<file path="src/rtl/sine_period_meter.sv">
// Recovers the period of an 8-bit unsigned sine stream by timing midscale rising
// crossings with hysteresis, averaging 2**AVG_LOG2 periods per reported result.
module sine_period_meter #(
   parameter logic [7:0] MID      = 8'h80,
   parameter logic [7:0] HYST     = 8'd8,
   parameter int         CNT_W    = 16,
   parameter int         AVG_LOG2 = 2
) (
   input  logic             clk_i,
   input  logic             rst_i,
   input  logic             sample_valid_i,
   input  logic [7:0]       sample_i,
   output logic [CNT_W-1:0] period_o,
   output logic             period_valid_o,
   output logic             locked_o,
   output logic             timeout_o
);

   localparam int ACC_W = CNT_W + AVG_LOG2;
   localparam int NPER_W = AVG_LOG2 + 1;
   localparam logic [7:0] ARM_LVL = MID - HYST;
   localparam logic [CNT_W-1:0] CNT_MAX = '1;
   localparam logic [NPER_W-1:0] NPER_LAST = NPER_W'((2 ** AVG_LOG2) - 1);

   typedef enum logic {IDLE, MEAS} state_t;

   state_t              state_reg, state_next;
   logic                armed_reg, armed_next;
   logic [CNT_W-1:0]    cnt_reg, cnt_next;
   logic [ACC_W-1:0]    acc_reg, acc_next;
   logic [NPER_W-1:0]   nper_reg, nper_next;
   logic [CNT_W-1:0]    period_reg, period_next;
   logic                valid_reg, valid_next;
   logic                locked_reg, locked_next;
   logic                timeout_reg, timeout_next;

   logic                arm_hit;
   logic                trig;
   logic [CNT_W-1:0]    cnt_inc;
   logic [ACC_W-1:0]    acc_sum;

   // Arming takes priority over triggering on the same sample.
   assign arm_hit = sample_valid_i && (sample_i <= ARM_LVL);
   assign trig    = sample_valid_i && armed_reg && (sample_i >= MID) && !arm_hit;
   assign cnt_inc = cnt_reg + CNT_W'(1);
   assign acc_sum = acc_reg + ACC_W'(cnt_reg) + ACC_W'(1);

   always_comb begin
      state_next   = state_reg;
      armed_next   = armed_reg;
      cnt_next     = cnt_reg;
      acc_next     = acc_reg;
      nper_next    = nper_reg;
      period_next  = period_reg;
      locked_next  = locked_reg;
      valid_next   = 1'b0;
      timeout_next = 1'b0;

      if (arm_hit) begin
         armed_next = 1'b1;
      end else if (trig) begin
         armed_next = 1'b0;
      end

      case (state_reg)
         IDLE: begin
            if (trig) begin
               cnt_next   = '0;
               state_next = MEAS;
            end
         end
         MEAS: begin
            if (trig) begin
               cnt_next = '0;
               if (nper_reg == NPER_LAST) begin
                  period_next = CNT_W'(acc_sum >> AVG_LOG2);
                  valid_next  = 1'b1;
                  locked_next = 1'b1;
                  acc_next    = '0;
                  nper_next   = '0;
               end else begin
                  acc_next  = acc_sum;
                  nper_next = nper_reg + NPER_W'(1);
               end
            end else if (sample_valid_i) begin
               // Stopping one short of wrap keeps every measured period representable.
               if (cnt_inc == CNT_MAX) begin
                  timeout_next = 1'b1;
                  state_next   = IDLE;
                  cnt_next     = '0;
                  acc_next     = '0;
                  nper_next    = '0;
                  armed_next   = 1'b0;
                  locked_next  = 1'b0;
               end else begin
                  cnt_next = cnt_inc;
               end
            end
         end
         default: state_next = IDLE;
      endcase
   end

   always_ff @(posedge clk_i) begin
      if (rst_i) begin
         state_reg   <= IDLE;
         armed_reg   <= 1'b0;
         cnt_reg     <= '0;
         acc_reg     <= '0;
         nper_reg    <= '0;
         period_reg  <= '0;
         valid_reg   <= 1'b0;
         locked_reg  <= 1'b0;
         timeout_reg <= 1'b0;
      end else begin
         state_reg   <= state_next;
         armed_reg   <= armed_next;
         cnt_reg     <= cnt_next;
         acc_reg     <= acc_next;
         nper_reg    <= nper_next;
         period_reg  <= period_next;
         valid_reg   <= valid_next;
         locked_reg  <= locked_next;
         timeout_reg <= timeout_next;
      end
   end

   assign period_o       = period_reg;
   assign period_valid_o = valid_reg;
   assign locked_o       = locked_reg;
   assign timeout_o      = timeout_reg;

endmodule

</file>
<file path="config.mk">
export PLATFORM = sky130hd
export DESIGN_NAME = sine_period_meter
export DESIGN_NICKNAME = d
export VERILOG_FILES = /design/src/rtl/sine_period_meter.sv
export SDC_FILE = /design/constraint.sdc
export NUM_CORES = 1
export LEC_CHECK = 0
export CORE_MARGIN = 10
export CORE_UTILIZATION = 45
export CTS_BUF_LIST = sky130_fd_sc_hd__clkbuf_4 sky130_fd_sc_hd__clkbuf_8 sky130_fd_sc_hd__clkbuf_16
export CTS_CLUSTER_DIAMETER = 200
export DETAILED_ROUTE_END_ITERATION = 7
export DONT_BUFFER_PORTS = 1
export PLACE_DENSITY = 0.69
export SYNTH_ARGS = -nofsm -noshare
export SYNTH_HDL_FRONTEND = slang
export SYNTH_SLANG_ARGS = --single-unit
</file>
<file path="constraint.sdc">
create_clock -name clk_i -period 7.9 [get_ports clk_i]
set_input_delay 1.185 -clock clk_i [delete_from_list [all_inputs] [get_ports clk_i]]
set_output_delay 1.185 -clock clk_i [all_outputs]
set_load 0.01 [all_outputs]
</file>
# Word level (Yosys, flattened, before mapping)
# Cells that the tools add are included.
word_totals:
  out_inout_bits: 19
  reg_bits: 58
classes:
  n_addsub: 4
  bitwise: 3
  n_eq_ne: 5
  n_reduce_logical: 13
  magnitude_cmp: 2
  mux: 30
op_table:
  columns: ["op", "count"]
  rows:
  - ["2-to-1 mux 18 bit", 4]
  - ["2-to-1 mux 16 bit", 4]
  - ["case mux 16 bit (2 select lines)", 1]
  - ["adder 18 x 1 -> 18 bit, second input constant", 1]
  - ["adder 18 x 16 -> 18 bit", 1]
  - ["adder 16 x 1 -> 16 bit, second input constant", 1]
  - ["== test 16 bit, second input constant", 1]
  - ["2-to-1 mux 1 bit", 16]
  - ["2-to-1 mux 3 bit", 4]
  - [">= comparator 8 bit, second input constant", 1]
  - ["less-or-equal comparator 8 x 7 -> 1 bit, second input constant", 1]
  - ["AND reduction 3 bit", 2]
  - ["logical AND 1 bit", 4]
  - ["AND reduction 4 bit", 1]
  - ["nonzero test 2 bit", 2]
  - ["OR reduction 4 bit", 1]
  - ["adder 3 x 1 -> 3 bit, second input constant", 1]
  - ["== test 3 x 2 -> 1 bit, second input constant", 1]
  - ["inequality test 3 x 2 -> 1 bit, second input constant", 1]
  - ["NOT 1 bit", 3]
  - ["OR reduction 3 bit", 1]
  - ["inequality test 2 x 1 -> 1 bit, second input constant", 1]
  - ["inequality test 2 bit, second input constant", 1]
  - ["case mux 1 bit (2 select lines)", 1]
  - ["2 further kinds", 2]

# Depth between registers and ports, before layout
logic_depth:
  depth_word: 10
  depth_mapped: 11
  ltp_nobuf: 11

# Worst setup path before layout
# OpenSTA, ideal clock, no wires.
synth_path:
  path_type: "input -> register"
  startpoint: "in sample_valid_i"
  endpoint: "reg cnt_reg[7]"
  path_stages: 7
  t_arrival_ns: 2.569
  slack_ns: 5.259
  setup_time_ns: 0.072
  path_buffers: 2
  cell_sequence: "clkbuf_1 -> nand2_1 -> or3_1 -> a31oi_4 -> buf_4 -> a21oi_1 -> mux2i_1"
synth_between:
  elab_chain_cells: 5
synth_lines:
  columns: ["element", "line_no", "text"]
  rows:
  - ["start, declared", "11", "input logic sample_valid_i,"]
  - ["logical AND 1 bit (on tied branches)", "44, 43", null]
  - ["logical AND 1 bit or logical NOT 1 bit (tied branches)", "44", "assign trig = sample_valid_i && armed_reg && (sample_i >= MID) && !arm_hit;"]
  - ["logical AND 1 bit", "44", null]
  - ["2-to-1 mux 16 bit, or another cell as far along", "73", "if (trig) begin"]
  - ["case mux 16 bit (2 select lines) or AND reduction 2 bit (tied branches)", null, null]
  - ["end signal, assigned", "118", "cnt_reg <= cnt_next;"]
  - ["end, declared", "29", "logic [CNT_W-1:0] cnt_reg, cnt_next;"]
# Parallel ways exist; a longest one is shown, timed or not.
# A chain may end at the register's enable or synchronous reset.

# Final worst setup path
layout_path:
  startpoint: "reg cnt_reg[1]"
  endpoint: "reg armed_reg"
layout_between:
  elab_chain_cells: 6
layout_lines:
  columns: ["element", "line_no", "text"]
  rows:
  - ["adder 16 x 1 -> 16 bit", "45", "assign cnt_inc = cnt_reg + CNT_W'(1);"]
  - ["== test 16 bit", "87", "if (cnt_inc == CNT_MAX) begin"]
  - ["2-to-1 mux 1 bit", "87", null]
  - ["2-to-1 mux 1 bit", "85", "end else if (sample_valid_i) begin"]
  - ["2-to-1 mux 1 bit", "73", null]
  - ["2-to-1 mux 1 bit", "65", "case (state_reg)"]
  - ["end signal, assigned", "117", "armed_reg <= armed_next;"]
  - ["end, declared", "28", "logic armed_reg, armed_next;"]
# No other way between the ends.

==> summary.md <==
| Metric | Value |
|---|---|
| Port bufs | 0 |
| Fin crit period | slightly below 3000 ps |
| Peak VDD IR | 0.102 mV |
| Initial antenna violation count | 0 |
| Syn. warnings | 0 |
| Hold slack final | approximately 460 ps |
| CTS tree | built |
| Period utilization | 0.374 |
| Final Non-Filler Cells | roughly 530 |
| Critical path's slowest cell | a31oi_4 |
| Cell area after placement | 0.00352 mm2 |
| Detailed Place HPWL | 6080 um |
| Asr flop ratio synth | 0 |
| Vias per cell | 5.81 |
| PD cells | ~150 mW/mm2 |
| Rel. slew slack | 0.392 |
| Cell count after synthesis | around 430 |
| Hold Buf Count CTS | 0 |
| Final ANT Viol Nets | 0 |
| GR Util met1 | 0.188 |
| Final WS setup | roughly 5000 ps |
| Global route overflow | 0 |
| Layout Nets | 457 |
| First-pass GRT wire length | 14200 um |
| Ports | 30 |
| Layout Skew | 9.45 ps |
| CP Cell Sequence | ha_1 -> nand3_2 -> nor2_1 -> xnor2_1 -> nor2_4 -> a31oi_4 -> nor2b_1 -> and3_1 |
| Clock sink count | 58 |
| Total Power | approximately 0.55 mW |
| Clock Pin Slew Worst Setup and Hold Paths | 70 ps |
| Synth-to-Final Area Change | 6.00% |
| CP startpoint | cnt_reg[1] |
| Flop2flop setup slack | slightly below 5000 ps |
| Die area | 0.0117 mm2 |
| Dpl ws | about 5000 ps |
| GR met3 Demand/Resource | 0.0416 |
| Most common cell after layout, fill and taps aside | nand2_1 |
| Ant diodes | 0 |
| Max Cap Viol | 0 |
| Final GP Congestion | ~0.9 |
| Synth cell types | 54 |
| Post-Route WL | slightly above 8000 um |
| Largest net degree at the start of global routing | 50 |
| CTS root buf | clkbuf_8 |
| Die height | ~110 um |
| Row cnt | 32 |
| Hold Crit Class | reg -> reg |
| Worst-Margin Slew | between 900 and 1000 ps |
| Deepest clock path buffer count | 2 |
| Flops & latches, synth | just under 60 |
| FILL cells | about 750 |
| Fin. max-slew vios | 0 |
| CP Max Fanout | 34 |
| Crit-path max cell delay | approximately 750 ps |
| Most frequent cells in the layout | nand2_1 (65), dfxtp_1 (58), a21oi_1 (39), nor2_1 (25), o21ai_0 (25) |
| Setup_tns | 0 ps |
| Final Setup Violations | 0 |
| WL per Instance | 15.6 um |
| Met2 global-route usage | 0.234 |
| Post-Syn Area | about 0.0035 mm2 |
| Net Count, Synth | 465 |
| Critical Path Start Type | flip-flop |
| Status | complete, no violations |
| Timing-limited maximum frequency | 339 MHz |
| Post-synth EDFFs | 0 |
| Dominant synthesized flop cell | dfxtp_1 |
| Worst Path Required | approximately 8200 ps |
| Max FFs per register | 18 |
| Avg Cell Area, Syn | approximately 8.0 um2 |
| DRT Pass-1 Iters | 5 |
| Layout Cell Area excl Fill | roughly 0.0037 mm2 |
| Final hold viol count | 0 |
| Setup bufs post-CTS | 0 |
| Fraction of layout cells with a size suffix above 1 | 0.0628 |
| Iteration-0 DRC count of the detailed router | 247 |
| Vias in the first global route | roughly 3000 |
| Core Box Area | roughly 0.0076 mm2 |
| Total leakage power | ~1.4 nW |
| Part of the Yosys area used for sequential elements | 0.333 |
| Die X | roughly 110 um |
| H-tree Lvls | 3 |
| Crit. End Element | flip-flop |
| Min-delay src | nper_reg[2] |
| Vias | around 3100 |
| DRC errors left | 0 |
| CTS Buf Count | 9 |
| WP data arrival | 3230 ps |
| R2r startpoint | cnt_reg[1] |
| Worst-skew pair later-pin latency | 330 ps |
| Post-cts resize count | 0 |
| Initial Util | 0.458 |
| Gr usage total | 0.148 |
| Final core occ | 0.485 |
| Grt peak-use layer | met2 |
| Placed Instances | 517 |
| Kind of critical path | reg -> reg |
| RSZ-0062 raised after global routing | no |
[cells in the mapped netlist (all sizes together) (5+ instances only)]
master	n	share of area
a21oi	40	0.059
and3	7	0.013
nand3	13	0.020
dfxtp	58	0.33
ha	19	0.068
inv	14	0.015
clkbuf	14	0.016
a21o	5	0.011
a31oi	5	0.018
xnor2	11	0.028
a211oi	5	0.011
xor2	9	0.023
nand3b	21	0.045
nand2	65	0.070
o21ai	32	0.046
nor3	7	0.010
nor2	26	0.030
mux2i	8	0.023
buf	6	0.013
nand2b	5	0.0090
nand4	13	0.023
o21a	7	0.015
[critical path: cells and delay by family (launching register included)]
| kind | cells | cell delay, ps |
|---|---|---|
| DFF | 1 | 470 |
| AOI/OAI and AO/OA | 1 | 750 |
| and+or+nand+nor | 5 | 1150 |
| adders and majority gates | 1 | 300 |
| xor gates and xnor gates | 1 | 230 |
[cell type report]
cell class,instances,area (um2),share of cell area
flip-flops and latches,58,1160,0.315
well taps,102,128,0.0346
multi-input cells,342,2170,0.587
repair buffers,1,7.51,0.00203
inverters,14,52.6,0.0142
clock inverters,3,15.0,0.00407
clock buffers,12,159,0.0431
[cells by family (layout without fill, tap and decap cells)]
family	count (synthesis)	after routing	synth area share
and+or+nand+nor	175	175	0.256
muxes	8	8	0.0230
xor gates and xnor gates	20	20	0.0503
adders and majority gates	20	20	0.0740
DFF	58	58	0.333
AOI/OAI and AO/OA	119	119	0.220
buffers and inverters	34	30	0.0438
[path summary, 6_finish.rpt]
kind | to | depth (start not counted)
hold reg to reg | nper_reg[2] | 2
setup / recovery | armed_reg | 8
setup reg to reg | armed_reg | 8
hold / removal | nper_reg[2] | 2
[per-layer routing]
layer / vias up / wire (um)
met5: - / 0
met4: 0 / 167
met3: 19 / 474
met2: 85 / 3780
met1: 1446 / 3870
li1: 1543 / -
[where the power goes]
part	internal, mW	switching, mW
Sequential	0.293	0.000654
Clock	0.131	0.112
Combinational	0.00497	0.00650
(Power assumes the default switching activity.)
